**src/rtl/icache_types_pkg.sv**
```systemverilog
// Shared types for the 2-way, 8-set, 32B-line icache control path.
// Optional hit/miss counters are enabled with ICACHE_PERF_EN.
package icache_types_pkg;

   localparam int NUM_WAYS   = 2;
   localparam int NUM_SETS   = 8;
   localparam int LINE_BYTES = 32;

   typedef enum logic [2:0] {
      IDLE,
      CHECK,
      FETCH,
      INSTALL,
      SETTLE
   } icache_state_t;

   typedef logic way_t;

   function automatic logic [NUM_WAYS-1:0] way_onehot(input way_t w);
      return w ? 2'b10 : 2'b01;
   endfunction

endpackage

```
**src/rtl/icache_victim_sel.sv**
```systemverilog
// Victim way pick: first invalid way, otherwise the LRU way.
// Purely combinational.
module icache_victim_sel
   import icache_types_pkg::*;
(
   input  logic [NUM_WAYS-1:0] valid_out,
   input  logic                lru_output,
   output way_t                victim
);

   always_comb begin
      victim = way_t'(lru_output);
      if (!valid_out[0]) begin
         victim = 1'b0;
      end else if (!valid_out[1]) begin
         victim = 1'b1;
      end
   end

endmodule

```
**src/rtl/icache_control.sv**
```systemverilog
// Icache control FSM: hit check, victim pick, line fetch, install, settle.
// Define ICACHE_PERF_EN to add saturating hit_count/miss_count ports.
module icache_control
   import icache_types_pkg::*;
#(
   parameter int SETTLE_CYCLES = 1,
   parameter int PERF_CNT_W    = 32
) (
   input  logic                clk,
   input  logic                rst,
   input  logic                mem_read,
   output logic                mem_resp,
   input  logic [NUM_WAYS-1:0] hit_datapath,
   input  logic                lru_output,
   input  logic [NUM_WAYS-1:0] valid_out,
   output logic                pmem_read,
   input  logic                pmem_resp,
   output logic                load_lru,
   output logic                set_lru,
   output logic [NUM_WAYS-1:0] load_valid,
   output logic [NUM_WAYS-1:0] load_tag,
   output logic                mem_enable_sel,
   output logic                data_way
`ifdef ICACHE_PERF_EN
   ,
   output logic [PERF_CNT_W-1:0] hit_count,
   output logic [PERF_CNT_W-1:0] miss_count
`endif
);

   localparam int CNT_W = (SETTLE_CYCLES > 1) ? $clog2(SETTLE_CYCLES) : 1;
   localparam logic [CNT_W-1:0] SETTLE_LAST = CNT_W'(SETTLE_CYCLES - 1);

   if (SETTLE_CYCLES < 1 || PERF_CNT_W < 1) begin : g_param_chk
      $error("icache_control: bad parameter value");
   end

   icache_state_t    state_q, state_d;
   way_t             victim_q, victim_d;
   way_t             victim_pick;
   way_t             hit_way;
   logic [CNT_W-1:0] settle_q, settle_d;
   logic             any_hit;
   logic             check_hit;
   logic             check_miss;

   icache_victim_sel u_victim_sel (
      .valid_out  (valid_out),
      .lru_output (lru_output),
      .victim     (victim_pick)
   );

   // Both hit bits set cannot happen legally; way0 wins.
   assign any_hit    = |hit_datapath;
   assign hit_way    = hit_datapath[0] ? 1'b0 : 1'b1;
   assign check_hit  = (state_q == CHECK) && mem_read && any_hit;
   assign check_miss = (state_q == CHECK) && mem_read && !any_hit;

   always_comb begin
      state_d  = state_q;
      victim_d = victim_q;
      settle_d = settle_q;
      unique case (state_q)
         IDLE: begin
            if (mem_read) state_d = CHECK;
         end
         CHECK: begin
            if (!mem_read || any_hit) begin
               state_d = IDLE;
            end else begin
               victim_d = victim_pick;
               state_d  = FETCH;
            end
         end
         FETCH: begin
            if (pmem_resp) state_d = INSTALL;
         end
         INSTALL: begin
            settle_d = '0;
            state_d  = SETTLE;
         end
         SETTLE: begin
            if (settle_q == SETTLE_LAST) begin
               state_d = CHECK;
            end else begin
               settle_d = settle_q + CNT_W'(1);
            end
         end
         default: state_d = IDLE;
      endcase
   end

   always_comb begin
      mem_resp       = 1'b0;
      pmem_read      = 1'b0;
      load_lru       = 1'b0;
      set_lru        = 1'b0;
      load_valid     = '0;
      load_tag       = '0;
      mem_enable_sel = 1'b0;
      data_way       = 1'b0;
      unique case (state_q)
         CHECK: begin
            if (check_hit) begin
               mem_resp = 1'b1;
               load_lru = 1'b1;
               set_lru  = ~hit_way;
            end
         end
         FETCH: begin
            pmem_read = 1'b1;
         end
         INSTALL: begin
            mem_enable_sel = 1'b1;
            data_way       = victim_q;
            load_tag       = way_onehot(victim_q);
            load_valid     = way_onehot(victim_q);
            load_lru       = 1'b1;
            set_lru        = ~victim_q;
         end
         default: ;
      endcase
   end

`ifdef ICACHE_PERF_EN
   logic [PERF_CNT_W-1:0] hit_cnt_q, hit_cnt_d;
   logic [PERF_CNT_W-1:0] miss_cnt_q, miss_cnt_d;

   always_comb begin
      hit_cnt_d  = hit_cnt_q;
      miss_cnt_d = miss_cnt_q;
      if (check_hit && !(&hit_cnt_q)) begin
         hit_cnt_d = hit_cnt_q + PERF_CNT_W'(1);
      end
      if (check_miss && !(&miss_cnt_q)) begin
         miss_cnt_d = miss_cnt_q + PERF_CNT_W'(1);
      end
   end

   assign hit_count  = hit_cnt_q;
   assign miss_count = miss_cnt_q;
`endif

   always_ff @(posedge clk or negedge rst) begin
      if (!rst) begin
         state_q    <= IDLE;
         victim_q   <= 1'b0;
         settle_q   <= '0;
`ifdef ICACHE_PERF_EN
         hit_cnt_q  <= '0;
         miss_cnt_q <= '0;
`endif
      end else begin
         state_q    <= state_d;
         victim_q   <= victim_d;
         settle_q   <= settle_d;
`ifdef ICACHE_PERF_EN
         hit_cnt_q  <= hit_cnt_d;
         miss_cnt_q <= miss_cnt_d;
`endif
      end
   end

endmodule

```
**config.mk**
```make
export PLATFORM = sky130hd
export DESIGN_NAME = icache_control
export DESIGN_NICKNAME = d
export VERILOG_FILES = /design/src/rtl/icache_types_pkg.sv /design/src/rtl/icache_victim_sel.sv /design/src/rtl/icache_control.sv
export SDC_FILE = /design/constraint.sdc
export NUM_CORES = 1
export LEC_CHECK = 0
export BUFFER_PORTS_ARGS = -buffer_cell sky130_fd_sc_hd__buf_4
export CAP_MARGIN = 20
export CORE_AREA = 2 2 39 41
export CTS_BUF_LIST = sky130_fd_sc_hd__clkbuf_4 sky130_fd_sc_hd__clkbuf_8
export DETAILED_ROUTE_END_ITERATION = 10
export DIE_AREA = 0 0 41 43
export PLACE_DENSITY_LB_ADDON = 0.05
export SETUP_SLACK_MARGIN = 0.2
export SLEW_MARGIN = 20
export SYNTH_ARGS = -nofsm -noshare
export SYNTH_HDL_FRONTEND = slang
export SYNTH_SLANG_ARGS = --single-unit
```
**constraint.sdc**
```tcl
create_clock -name clk -period 1.2 [get_ports clk]
set_clock_uncertainty 0.2 [all_clocks]
set_input_delay 0.12 -clock clk [delete_from_list [all_inputs] [get_ports clk]]
set_output_delay 0.12 -clock clk [all_outputs]
set_load 0.05 [all_outputs]
```
# Word level (Yosys, flattened, before mapping)
# Index checks and enable logic that the tools add are counted.
[totals]
reg_bits = 5
n_memories = 0
mem_bits_ro = 0
out_inout_bits = 10
mem_bits_rw = 0
latchBits = 0
in_bits = 9
[classes]
add_sub_neg = 1
eq_ne = 7
n_lt_le_gt_ge = 0
div_mod_pow = 0
n_reduce_logical = 9
bitwise = 2
shifts = 0
mux = 19
n_mul = 0
[ops]
columns = ["operator", "count"]
rows = [
  ["case mux 3 bit (5 select lines)", 1],
  ["two-way mux 1 bit", 9],
  ["two-way mux 3 bit", 3],
  ["== test 3 x 2 -> 1 bit (second input constant)", 2],
  ["two-way mux 2 bit", 3],
  ["inequality test 2 bit (second input constant)", 3],
  ["case mux 1 bit (2 select lines)", 3],
  ["== test 3 x 1 -> 1 bit (second input constant)", 1],
  ["== test 3 bit (second input constant)", 1],
  ["logical NOT 3 bit", 1],
  ["AND reduction 3 bit", 1],
  ["logical AND 1 bit", 2],
  ["inverter 1 bit", 2],
  ["AND reduction 2 bit", 1],
  ["nonzero test 2 bit", 1],
  ["OR reduction 2 bit", 1],
  ["adder 1 bit (second input constant)", 1],
  ["logical NOT 1 bit", 1],
  ["logical OR 1 bit", 1],
]

# Logic depth before layout (Yosys ltp)
# Gate-level depths: netlist (run 1).
[depth]
depth_word = 5
mapped_depth = 4
ltp_nobuf = 3

# Modules after synthesis
# From an unflattened synthesis (run 1), not the netlist that was laid out.
[unflattened]
cells_unflattened = 29
hier_area_um2 = 256.5
[modules_own_cells]
columns = ["mod", "seq_area_each_um2", "cells_each", "instances", "area_per_inst_um2"]
rows = [
  ["icache_control", 100.1, 27, 1, 245.2],
  ["icache_victim_sel", 0.0, 2, 1, 11.3],
]

# Worst setup path before layout (run 1)
# Ideal clock, no wire load.
[synth_path]
path_kind = "reg-to-output"
startpoint = "register state_q[2]"
endpoint = "output port load_tag[1]"
path_slack_ps = -847
arrival_time_ps = 1727
t_required_ps = 880
path_buffers = 1
path_stages_with_launch = 5
path_cell_list = "dfrtp_1 -> nor2b_4 -> nand2_1 -> nor2_1 -> buf_4"
[synth_via]
elab_chain_len = 2
[synth_rtl]
columns = ["element", "line_no", "source"]
rows = [
  ["from (decl)", "icache_control.sv:38", "icache_state_t state_q, state_d;"],
  ["from (signal assigned)", "icache_control.sv:154", "state_q <= state_d;"],
  ["== test 3 x 2 -> 1 bit", "icache_control.sv:102", "unique case (state_q)"],
  ["two-way mux 2 bit", "icache_control.sv:102", ""],
  ["to (decl)", "icache_control.sv:21", "output logic [NUM_WAYS-1:0] load_tag,"],
]
# Every way passes these cells.

# Final worst setup path (run 1)
[layout_path]
startpoint = "register state_q[2]"
endpoint = "output port data_way"
[layout_via]
elab_chain_len = 2
[layout_rtl]
columns = ["element", "line_no", "source"]
rows = [
  ["== test 3 x 2 -> 1 bit", "icache_control.sv:102", ""],
  ["two-way mux 1 bit", "icache_control.sv:102", ""],
  ["to (decl)", "icache_control.sv:23", "output logic data_way"],
]
# Every way passes these cells.

==> summary.md, run 1 <==
| Metric | Value |
|---|---|
| CTS Hold Bufs | 2 |
| Root Driver | clkbuf_4 |
| Nets | 76 |
| Seq pwr share | between 10% and 20% |
| Grt ovf | 0 |
| Switching Share | 42.59% |
| Fin worst setup slack | -0.3448 ns |
| Vias per Instance | between 4 and 5 |
| Combinational share of power | between 60% and 70% |
| Synth area leader | dfrtp_1 |
| First-pass GRT wire length | approximately 1.3 mm |
| First DRT Iteration DRCs | 1 |
| Post-synthesis mux area share | approximately 3.7% |
| Seq cells post-synth | 4 |
| Xor-xnor portion of the synthesized cell area | 0% |
| Worst rel slew slack | 87.05% |
| DP Wirelength | a little over 600 um |
| CTS Buf Count | 3 |
| Mapped cell area | around 270 um2 |
| Synth top area share | between 30% and 40% |
| # DRC | 0 |
| IO Port Bufs | 18 |
| Family with the most delay on the worst path | simple AND/OR/NAND/NOR gates |
| CP Data Arrival Time | 1.22 ns |
| Slowest stage delay, CP | approximately 0.4 ns |
| Clock period minus worst slack | about 1.5 ns |
| Die H | between 40 and 50 um |
| Fill count | ~140 |
| Total Wirelength | 745 um |
| Simple-gate portion of the synthesized area | 34.25% |
| Kind of critical path | reg2out |
| Final Cycle Share | 128.7% |
| Main combinational cell family by area after synthesis | simple AND/OR/NAND/NOR gates |
| RSZ-0062 raised after global routing | true |
| Vias in the first global route | approximately 330 |
| Hold WC Path Type | in2reg |
| CTS max path bufs | 2 |
| Worst setup EP type | output pin |
| Hold slack | -0.03611 ns |
| Initial antenna violation count | 0 |
| Max-cap check violation count | 0 |
| Synth warn | 0 |
| Worst-path fanout max | 5 |
| Violated checks | negative hold slack, negative setup slack |
| Worst-Margin Slew | between 0.15 and 0.2 ns |
| Cell count along the critical path | 4 |
| FP Rows | 14 |
| Die footprint | roughly 1800 um2 |
| Total GRT Usage | 11.08% |
| Skew-Pair Late Insertion Delay | ~0.23 ns |
| Sequential area share after synthesis | between 30% and 40% |
| Die Width | between 40 and 50 um |
| Post-layout util | roughly 48% |
| Routed vias | 330 |
| N_diodes | 0 |
| Synthesized area per cell | approximately 8.8 um2 |
| R2R Setup Slk | -0.14 ns |
| PwrDens | just under 2000 nW/um2 |
| Hold Fails Final Rpt | 2 |
| Leakage | between 0.3 and 0.4 nW |
| Share of layout cells above drive strength 1 | about 72% |
| Outcome | finished with violations |
| WP buf/inv | 1 |
| Post-Synth Adder-Cell Area | 0% |
| DRT Pass-1 Iters | 2 |
| CTS tree | done |
| Slowest cell on the critical path | dfrtp_2 |
| Clk pwr share | about an eighth |
| Net switching power | 0.5466 mW |
| Worst Reg-to-Reg Cells | 6 |
| Non-Filler Instances | 81 |
| Count of different cell masters after synthesis | 18 |
| Final setup violation count | 13 |
| Synth area leaders | dfrtp_1 37%, buf_4 8.2%, inv_1 5.5% |
| H-tree Lvls | 1 |
| Largest net degree at the start of global routing | 6 |
| Final Max Tran Viols | 0 |
| Core Region | roughly 1400 um2 |
| Clk slew on worst S/H paths | about 0.04 ns |
| Num ports | 19 |
| Mapped Nets | 40 |
| F_max | approximately 650 MHz |
| WHS Path Cells | 3 |
| Crit start category | flip-flop |
| Avg WL per Cell | around 9.2 um |
| Clk sinks | 4 |
| Placer Congestion | roughly 0.67 |
| Starting Density | between 10% and 20% |
| Synth-to-layout area growth | 140.6% |
| Cells after DPL | between 70 and 80 |
| Mapped Cells | 31 |
| Worst EP required | 0.88 ns |
| DRT antenna net count | 0 |
| Power Internal | around 0.74 mW |
| Crit-path cells | nor2b_4 > nand2_4 > nor2_4 > buf_6 |
| Synth Area in Compound Gates | between 10% and 20% |
| Maximum VDD drop | between 800 and 900 uV |
power groups by stage:
| stage | clock network (mW) | registers [mW] | logic, mW |
|---|---|---|---|
| after CTS | 0.174 | 0.239 | 0.858 |
| final | 0.162 | 0.236 | 0.885 |
| after global placement | 0 | 0.235 | 0.748 |
| after global routing | 0.182 | 0.247 | 0.942 |
| after detailed placement | 0 | 0.231 | 0.754 |
| after floorplan | 0 | 0.256 | 0.461 |
through the flow:
| stage | hold WS, ns | total power [mW] | setup TNS [ns] | setup WS [ns] | cell area, um2 |
|---|---|---|---|---|---|
| floorplan | -0.3756 | 0.7162 | -2.124 | -0.3678 | 327.8 |
| global placement | -0.2828 | 0.9829 | -1.014 | -0.1253 | 528.0 |
| detailed placement | -0.2820 | 0.9851 | -1.140 | -0.1490 | 528.0 |
| CTS | -0.03993 | 1.271 | -3.552 | -0.3824 | 640.6 |
| global route | -0.02646 | 1.371 | -4.270 | -0.4394 | 659.4 |
| finish | -0.03611 | 1.283 | -3.281 | -0.3448 | 659.4 |
cell usage after synthesis:
master / count
a21oi_1: 1
a22oi_1: 1
buf_4: 3
dfrtp_1: 4
inv_1: 4
mux2i_1: 1
nand2_1: 2
nand2b_1: 1
nand3_2: 1
nand3b_1: 1
nor2_1: 4
nor2b_1: 2
nor2b_2: 1
nor2b_4: 1
nor3b_2: 1
o21a_1: 1
o21ai_0: 1
o21bai_1: 1
tightest hold or removal path: cells and delay by family:
family | cells | cell delay [ns]
buffers and inverters | 1 | 0.11
and+or+nand+nor | 1 | 0.07
AOI/OAI and AO/OA | 1 | 0.06
routing by layer:
metal	track usage, %	vias up	wire, um
met1	12.01	149	282
met5	0	-	0
met2	17.19	14	406
li1	-	167	-
met4	8.000	0	0
met3	3.141	0	55
cell type report:
type	count	area [um2]	area share (%)
clock buffer	3	22.52	3.416
timing repair buffer	34	309.0	46.87
multi-input combinational	20	190.2	28.84
inverter	4	15.01	2.277
sequential	4	102.6	15.56
tap	16	20.02	3.036
placed cells by master, fill, tap and decap left out, types with 2 or more instances in the layout:
cell	instances
inv_1	4
dfrtp_2	2
buf_4	19
clkbuf_4	3
nor2_4	3
buf_6	13
nor2b_4	3
dlygate4sd3_1	2
dfrtp_1	2
worst paths after layout:
path,from,to
worst min-delay path,pmem_resp,state_q[0]$_DFFE_PN0P_
worst max register to register,state_q[2]$_DFFE_PN0P_,state_q[2]$_DFFE_PN0P_
worst min register to register,state_q[0]$_DFFE_PN0P_,state_q[0]$_DFFE_PN0P_
worst max-delay path,state_q[2]$_DFFE_PN0P_,data_way
min in group asynchronous,rst,state_q[2]$_DFFE_PN0P_
max in group asynchronous,rst,state_q[1]$_DFFE_PN0P_
state kept, by name, summed over array words and instances (netlist names):
| register | flops |
|---|---|
| state_q | 3 |
| victim_q | 1 |
timing repair:
item	in CTS	in global routing
endpoints found under the setup margin	14	14
endpoints found under the hold margin	6	2
setup buffers	2	2
pin swaps	3	0
resized for setup	14	1
kinds of logic after synthesis:
kind of cell,count (synthesis)
AND/OR/NAND/NOR,14
multiplexers,1
buffers and inverters,7
flip-flops,4
AO/OA/AOI/OAI,5
Power figures use the tool's default switching activity.
==> run 2: changes to the inputs <==
--- a/config.mk
+++ b/config.mk
@@ -6,7 +6,6 @@
 export NUM_CORES = 1
 export LEC_CHECK = 0
 export BUFFER_PORTS_ARGS = -buffer_cell sky130_fd_sc_hd__buf_4
-export CAP_MARGIN = 20
 export CORE_AREA = 2 2 39 41
 export CTS_BUF_LIST = sky130_fd_sc_hd__clkbuf_4 sky130_fd_sc_hd__clkbuf_8
 export DETAILED_ROUTE_END_ITERATION = 10
==> constraint.sdc (replaced) <==
create_clock -name clk -period 1.2 [get_ports clk]
set_clock_uncertainty 0.2 [all_clocks]
set_input_delay 0.18 -clock clk [delete_from_list [all_inputs] [get_ports clk]]
set_output_delay 0.18 -clock clk [all_outputs]
set_load 0.05 [all_outputs]
==> run 2 against run 1 <==
The run ends with negative setup slack left. Cell count down 3.7%. Setup slack worse by 0.066 ns. Die area is the same. Clock power up 27%. Final area decreased by 2.8%. Power up 2.9%. Utilization fell by 1.4 points. Sequential cell count unchanged. Worst hold slack improved by 0.059 ns. Wire length grew 8.1%. Combinational power fell by 1%. Non-clock buffer count decreased by 4. Critical endpoint unchanged. Largest cell class unchanged. Largest power group unchanged.
==> summary.md, run 2 (synthesis gave the netlist of run 1 again) <==
| Metric | Value |
|---|---|
| Clk sinks | 4 |
| DRT antenna net count | 0 |
| Num ports | 19 |
| Worst EP required | 0.82 ns |
| First DRT Iteration DRCs | 3 |
| Die footprint | between 1500 and 2000 um2 |
| Total Wirelength | just over 800 um |
| CTS tree | done |
| Leakage | approximately 0.34 nW |
| Hold slack | between 0.02 and 0.025 ns |
| DP Wirelength | 615.6 um |
| Largest net degree at the start of global routing | 6 |
| Outcome | finished with violations |
| Max-cap check violation count | 0 |
| Worst-Margin Slew | 0.2140 ns |
| Final Cycle Share | 134.2% |
| Die H | about 43 um |
| H-tree Lvls | 1 |
| Synth-to-layout area growth | 133.8% |
| FP Rows | 14 |
| Fin Setup TNS | -4.016 ns |
| Share of layout cells above drive strength 1 | 72.58% |
| Worst rel slew slack | around 86% |
| Vias in the first global route | 306 |
| Placer Congestion | around 0.65 |
| # DRC | 0 |
| Biggest regs | state_q (3), victim_q (1) |
| Fill count | 138 |
| IO Port Bufs | 18 |
| Avg WL per Cell | about 10 um |
| Final instance area | about 640 um2 |
| Worst setup EP type | output pin |
| DRT Pass-1 Iters | 4 |
| Starting Density | between 10% and 20% |
| Total GRT Usage | 10.91% |
| Vias per Instance | roughly 4.2 |
| Hold WC Path Type | in2reg |
| Core Region | around 1400 um2 |
| Grt ovf | 0 |
| WHS Path Cells | 3 |
| CTS max path bufs | 2 |
| Fin worst setup slack | -0.4108 ns |
| Commonest non-fill, non-tap cell in the layout | buf_4 |
| Maximum VDD drop | roughly 800 uV |
| Design Power | between 1 and 1.5 mW |
| Nets | 72 |
| First-pass GRT wire length | around 1.3 mm |
| Clock period minus worst slack | 1.611 ns |
| Register Area | between 100 and 150 um2 |
| Post-layout util | between 40% and 50% |
| Root Driver | clkbuf_4 |
| Final Max Tran Viols | 0 |
| Commonest cells after routing, fill and taps aside | 17 x buf_4, 11 x buf_6, 4 x inv_1, 4 x clkbuf_4 |
| Die Width | just over 40 um |
| Clk slew on worst S/H paths | 0.05 ns |
| Violated checks | negative setup slack |
| N_diodes | 0 |
| Worst-path fanout max | 5 |
| Skew-Pair Late Insertion Delay | about 0.24 ns |
| F_max | slightly above 600 MHz |
| Number of flip-flops in the largest register | 3 |
| Worst Reg-to-Reg Cells | 4 |
| Largest register by flop count | state_q |
| CTS Buf Count | 3 |
| Kind of critical path | reg2out |
| Routed vias | 325 |
| Final setup violation count | 12 |
| Post-DP Area | 505.5 um2 |
| RSZ-0062 raised after global routing | true |
| PwrDens | 2062 nW/um2 |
| CP Data Arrival Time | ~1.2 ns |
| Crit start category | flip-flop |
| Initial antenna violation count | 0 |
| Multi-input gate area in the final layout | 197.7 um2 |
| Hold Fails Final Rpt | 0 |
==> run 2: cell count changes in the layout (fill, tap and decap cells not counted) <==
cell,before,now
dlygate4sd3_1,2,1
nand2b_1,1,0
clkbuf_4,3,4
dfrtp_1,2,3
buf_6,13,11
buf_8,0,1
buf_4,19,17
nand2b_4,0,1
dfrtp_2,2,1
==> run 2: worst max-delay path, stage by stage, from the launching register on <==
cell	delay, ns
dfrtp_1	0.40
nor2b_4	0.19
nand2_4	0.10
nor2_4	0.13
buf_6	0.18
==> run 2: cell type report <==
class | instances | share of cell area [%]
repair buffers | 30 | 43.16
clock buffers | 4 | 4.688
well taps | 16 | 3.125
flip-flops and latches | 4 | 15.82
inverters | 4 | 2.344
multi-input cells | 20 | 30.86
==> run 2: timing repair <==
item / 4_1_cts / 5_1_grt
resized for setup: 15 / 2
hold buffers: 1 / 0
pin swaps: 4 / 0
endpoints found under the hold margin: 4 / 0
buffers inserted: 0 / 3
cloned: 0 / 0
setup endpoints to repair: 14 / 14
==> run 2: where the power goes <==
| group | switching (mW) | total [mW] | internal [mW] |
|---|---|---|---|
| Combinational | 0.451 | 0.876 | 0.426 |
| Sequential | 0.0506 | 0.238 | 0.188 |
| Clock | 0.0587 | 0.206 | 0.147 |
| Total | 0.560 | 1.32 | 0.761 |
==> run 2: layer usage <==
| layer | vias to the layer above | track usage [%] | wire [um] |
|---|---|---|---|
| li1 | 162 | - | - |
| met1 | 148 | 12.46 | 298 |
| met2 | 13 | 15.94 | 441 |
| met3 | 2 | 2.094 | 57 |
| met4 | 0 | 10.00 | 8 |
| met5 | - | 0 | 0 |
==> run 2: path summary, 6_finish.rpt <==
path	slack, ns	from	endpoint
min in group asynchronous	0.07	rst	state_q[0]$_DFFE_PN0P_
max in group asynchronous	0.62	rst	victim_q$_DFFE_PN0P_
max reg2reg	-0.10	state_q[1]$_DFFE_PN0P_	state_q[1]$_DFFE_PN0P_
max	-0.41	state_q[2]$_DFFE_PN0P_	data_way
min	0.02	pmem_resp	state_q[0]$_DFFE_PN0P_
min reg2reg	0.35	state_q[0]$_DFFE_PN0P_	state_q[0]$_DFFE_PN0P_
==> run 2: per-stage QoR <==
step	setup WS, ns	cells
2_1_floorplan	-0.4159	31
3_3_place_gp	-0.2070	70
3_5_place_dp	-0.2144	70
4_1_cts	-0.4435	75
5_1_grt	-0.4899	78
6_report	-0.4108	78
==> run 3: changes to the inputs <==
--- a/config.mk
+++ b/config.mk
@@ -10,7 +10,7 @@
 export CTS_BUF_LIST = sky130_fd_sc_hd__clkbuf_4 sky130_fd_sc_hd__clkbuf_8
 export DETAILED_ROUTE_END_ITERATION = 10
 export DIE_AREA = 0 0 41 43
-export PLACE_DENSITY_LB_ADDON = 0.05
+export PLACE_DENSITY = 0.54
 export SETUP_SLACK_MARGIN = 0.2
 export SLEW_MARGIN = 20
 export SYNTH_ARGS = -nofsm -noshare
==> run 3 against run 2 <==
The flow still finishes with violations (negative setup slack). Sequential power down 3%. Worst hold slack worse by 0.015 ns. First-iteration DRC count shrank 100%. Cell count grew 5.1%. Count of clock-buffer cells in the layout is the same. Clock power grew 3%. Utilization is 2.4 points higher. Sequential cell count stayed put. Power is 6.4% higher. Critical path type unchanged.
==> summary.md, run 3 (synthesis gave the netlist of run 1 again) <==
| Metric | Value |
|---|---|
| Outcome | finished with violations |
| Violated checks | negative setup slack |
| Vias in the first global route | around 310 |
| WHS Path Cells | 3 |
| Reg-to-Reg End | victim_q$_DFFE_PN0P_ |
| IO Port Bufs | 18 |
| Multi-input gate area in the final layout | around 190 um2 |
| Die Width | between 40 and 50 um |
| Placer Congestion | between 0.6 and 0.7 |
| Synth-to-layout area growth | 146.1% |
| Die footprint | 1763 um2 |
| Crit-path cells | nor2b_4 > nand2_4 > nor2_4 > buf_6 |
| Largest net degree at the start of global routing | 6 |
| Routed vias | ~330 |
| Initial antenna violation count | 0 |
| Max-cap check violation count | 0 |
| DRT antenna net count | 0 |
| CTS tree | done |
| DP Wirelength | 534.7 um |
| Leakage | 0.3594 nW |
| H-tree Lvls | 1 |
| Slowest cell on the critical path | dfrtp_1 |
| CP Data Arrival Time | about 1.2 ns |
| Die H | between 40 and 50 um |
| Family with the most delay on the worst path | simple AND/OR/NAND/NOR gates |
| Final Cycle Share | 133.7% |
| Worst-Margin Slew | between 0.15 and 0.2 ns |
| Share of layout cells above drive strength 1 | slightly above 70% |
| CTS max path bufs | 2 |
| Hold Startpoint | valid_out[0] |
| Nets | 76 |
| Fin Setup TNS | -4.122 ns |
| Largest register by flop count | state_q |
| Clock period minus worst slack | roughly 1.6 ns |
| Worst-path fanout max | 5 |
| Slowest stage delay, CP | 0.39 ns |
| Fill count | 127 |
| # DRC | 0 |
| Vias per Instance | 3.963 |
| FP Rows | 14 |
| Post-layout util | about 50% |
| Worst EP required | 0.82 ns |
| Number of flip-flops in the largest register | 3 |
| FF-to-FF Start | state_q[2]$_DFFE_PN0P_ |
| Final Max Tran Viols | 0 |
| Register Area | 101.3 um2 |
| Grt ovf | 0 |
| Worst Reg-to-Reg Cells | 6 |
| Hold Fails Final Rpt | 0 |
| Commonest non-fill, non-tap cell in the layout | buf_4 |
| Final setup violation count | 13 |
| First DRT Iteration DRCs | 0 |
| Maximum VDD drop | around 910 uV |
| WP buf/inv | 1 |
| Clk sinks | 4 |
| CTS Buf Count | 3 |
| PwrDens | 2085 nW/um2 |
| Kind of critical path | reg2out |
| First-pass GRT wire length | between 1 and 1.5 mm |
| R2R Setup Slk | -0.20 ns |
| Commonest cells after routing, fill and taps aside | 18 x buf_4, 14 x buf_6, 4 x inv_1, 4 x clkbuf_4 |
| F_max | around 620 MHz |
| Skew-Pair Late Insertion Delay | roughly 0.24 ns |
| N_diodes | 0 |
| Hold slack | about 0.0075 ns |
| DRT Pass-1 Iters | 1 |
| Starting Density | between 10% and 20% |
| Root Driver | clkbuf_4 |
| Core Region | 1384 um2 |
| Fin worst setup slack | -0.4044 ns |
| Hold Path End | victim_q$_DFFE_PN0P_ |
| Biggest regs | state_q (3), victim_q (1) |
| Worst rel slew slack | slightly below 90% |
| Num ports | 19 |
| Design Power | approximately 1.4 mW |
| Total GRT Usage | between 9 and 10% |
| Clk slew on worst S/H paths | ~0.04 ns |
| Hold WC Path Type | in2reg |
| Crit start category | flip-flop |
| Total Wirelength | slightly below 700 um |
| Worst setup EP type | output pin |
| Avg WL per Cell | slightly above 8 um |
| RSZ-0062 raised after global routing | true |
[run 3: cell types whose count changed in the layout (fill, tap and decap cells not counted)]
cell,delta
buf_4,+1
buf_6,+3
nand2b_1,+1
nand2b_4,-1
[run 3: where the power goes]
group          internal [mW]  switching (mW)
Combinational          0.499           0.464
Sequential             0.188          0.0433
Clock                  0.148          0.0639
Total                  0.834           0.572
[run 3: stage by stage]
stage               cell area (um2)  std cells  worst slack [ns]
floorplan                     324.1         31           -0.4159
global route                  674.4         82           -0.4783
CTS                           651.9         80           -0.4233
detailed placement            520.5         72           -0.1978
global placement              520.5         72           -0.1966
finish                        674.4         82           -0.4044
[run 3: what timing repair did]
item | in CTS | in global routing
gates resized for setup | 17 | 2
endpoints found under the hold margin | 4 | 0
setup endpoints to repair | 14 | 14
pin swaps | 6 | 1
buffers inserted | 3 | 2
hold buffers | 1 | 0
cloned | 0 | 0
[run 3: how the worst max path moves through the flow]
stage	start	endpoint	slack, ns	depth (start not counted)
6_report	state_q[2]$_DFFE_PN0P_	load_tag[1]	-0.40	4
5_1_grt	state_q[2]$_DFFE_PN0P_	data_way	-0.48	4
4_1_cts	state_q[2]$_DFFE_PN0P_	load_tag[1]	-0.42	4
3_5_place_dp	state_q[2]$_DFFE_PN0P_	load_tag[1]	-0.20	4
3_3_place_gp	state_q[2]$_DFFE_PN0P_	load_tag[1]	-0.20	4
2_1_floorplan	state_q[2]$_DFFE_PN0P_	load_tag[1]	-0.42	4
[run 3: area by class of cell]
cell class	count	share of cell area (%)
clock buffers	4	4.453
inverters	4	2.226
multi-input cells	20	28.20
flip-flops and latches	4	15.03
well taps	16	2.968
repair buffers	34	47.12
[run 3: per-layer routing]
metal	part of all wire (%)	track usage, %	up-vias
met5	0	0	-
met4	2.5	8.000	0
met3	5.1	1.571	2
met2	48	14.06	11
met1	44	9.772	145
li1	-	-	167
[run 3: worst reg2reg max path, cell delays in order, from the launching register on]
cell	delay, ns
dfrtp_1	0.39
nor2b_4	0.19
buf_4	0.13
buf_4	0.09
buf_6	0.08
nand3_2	0.08
mux2i_1	0.13
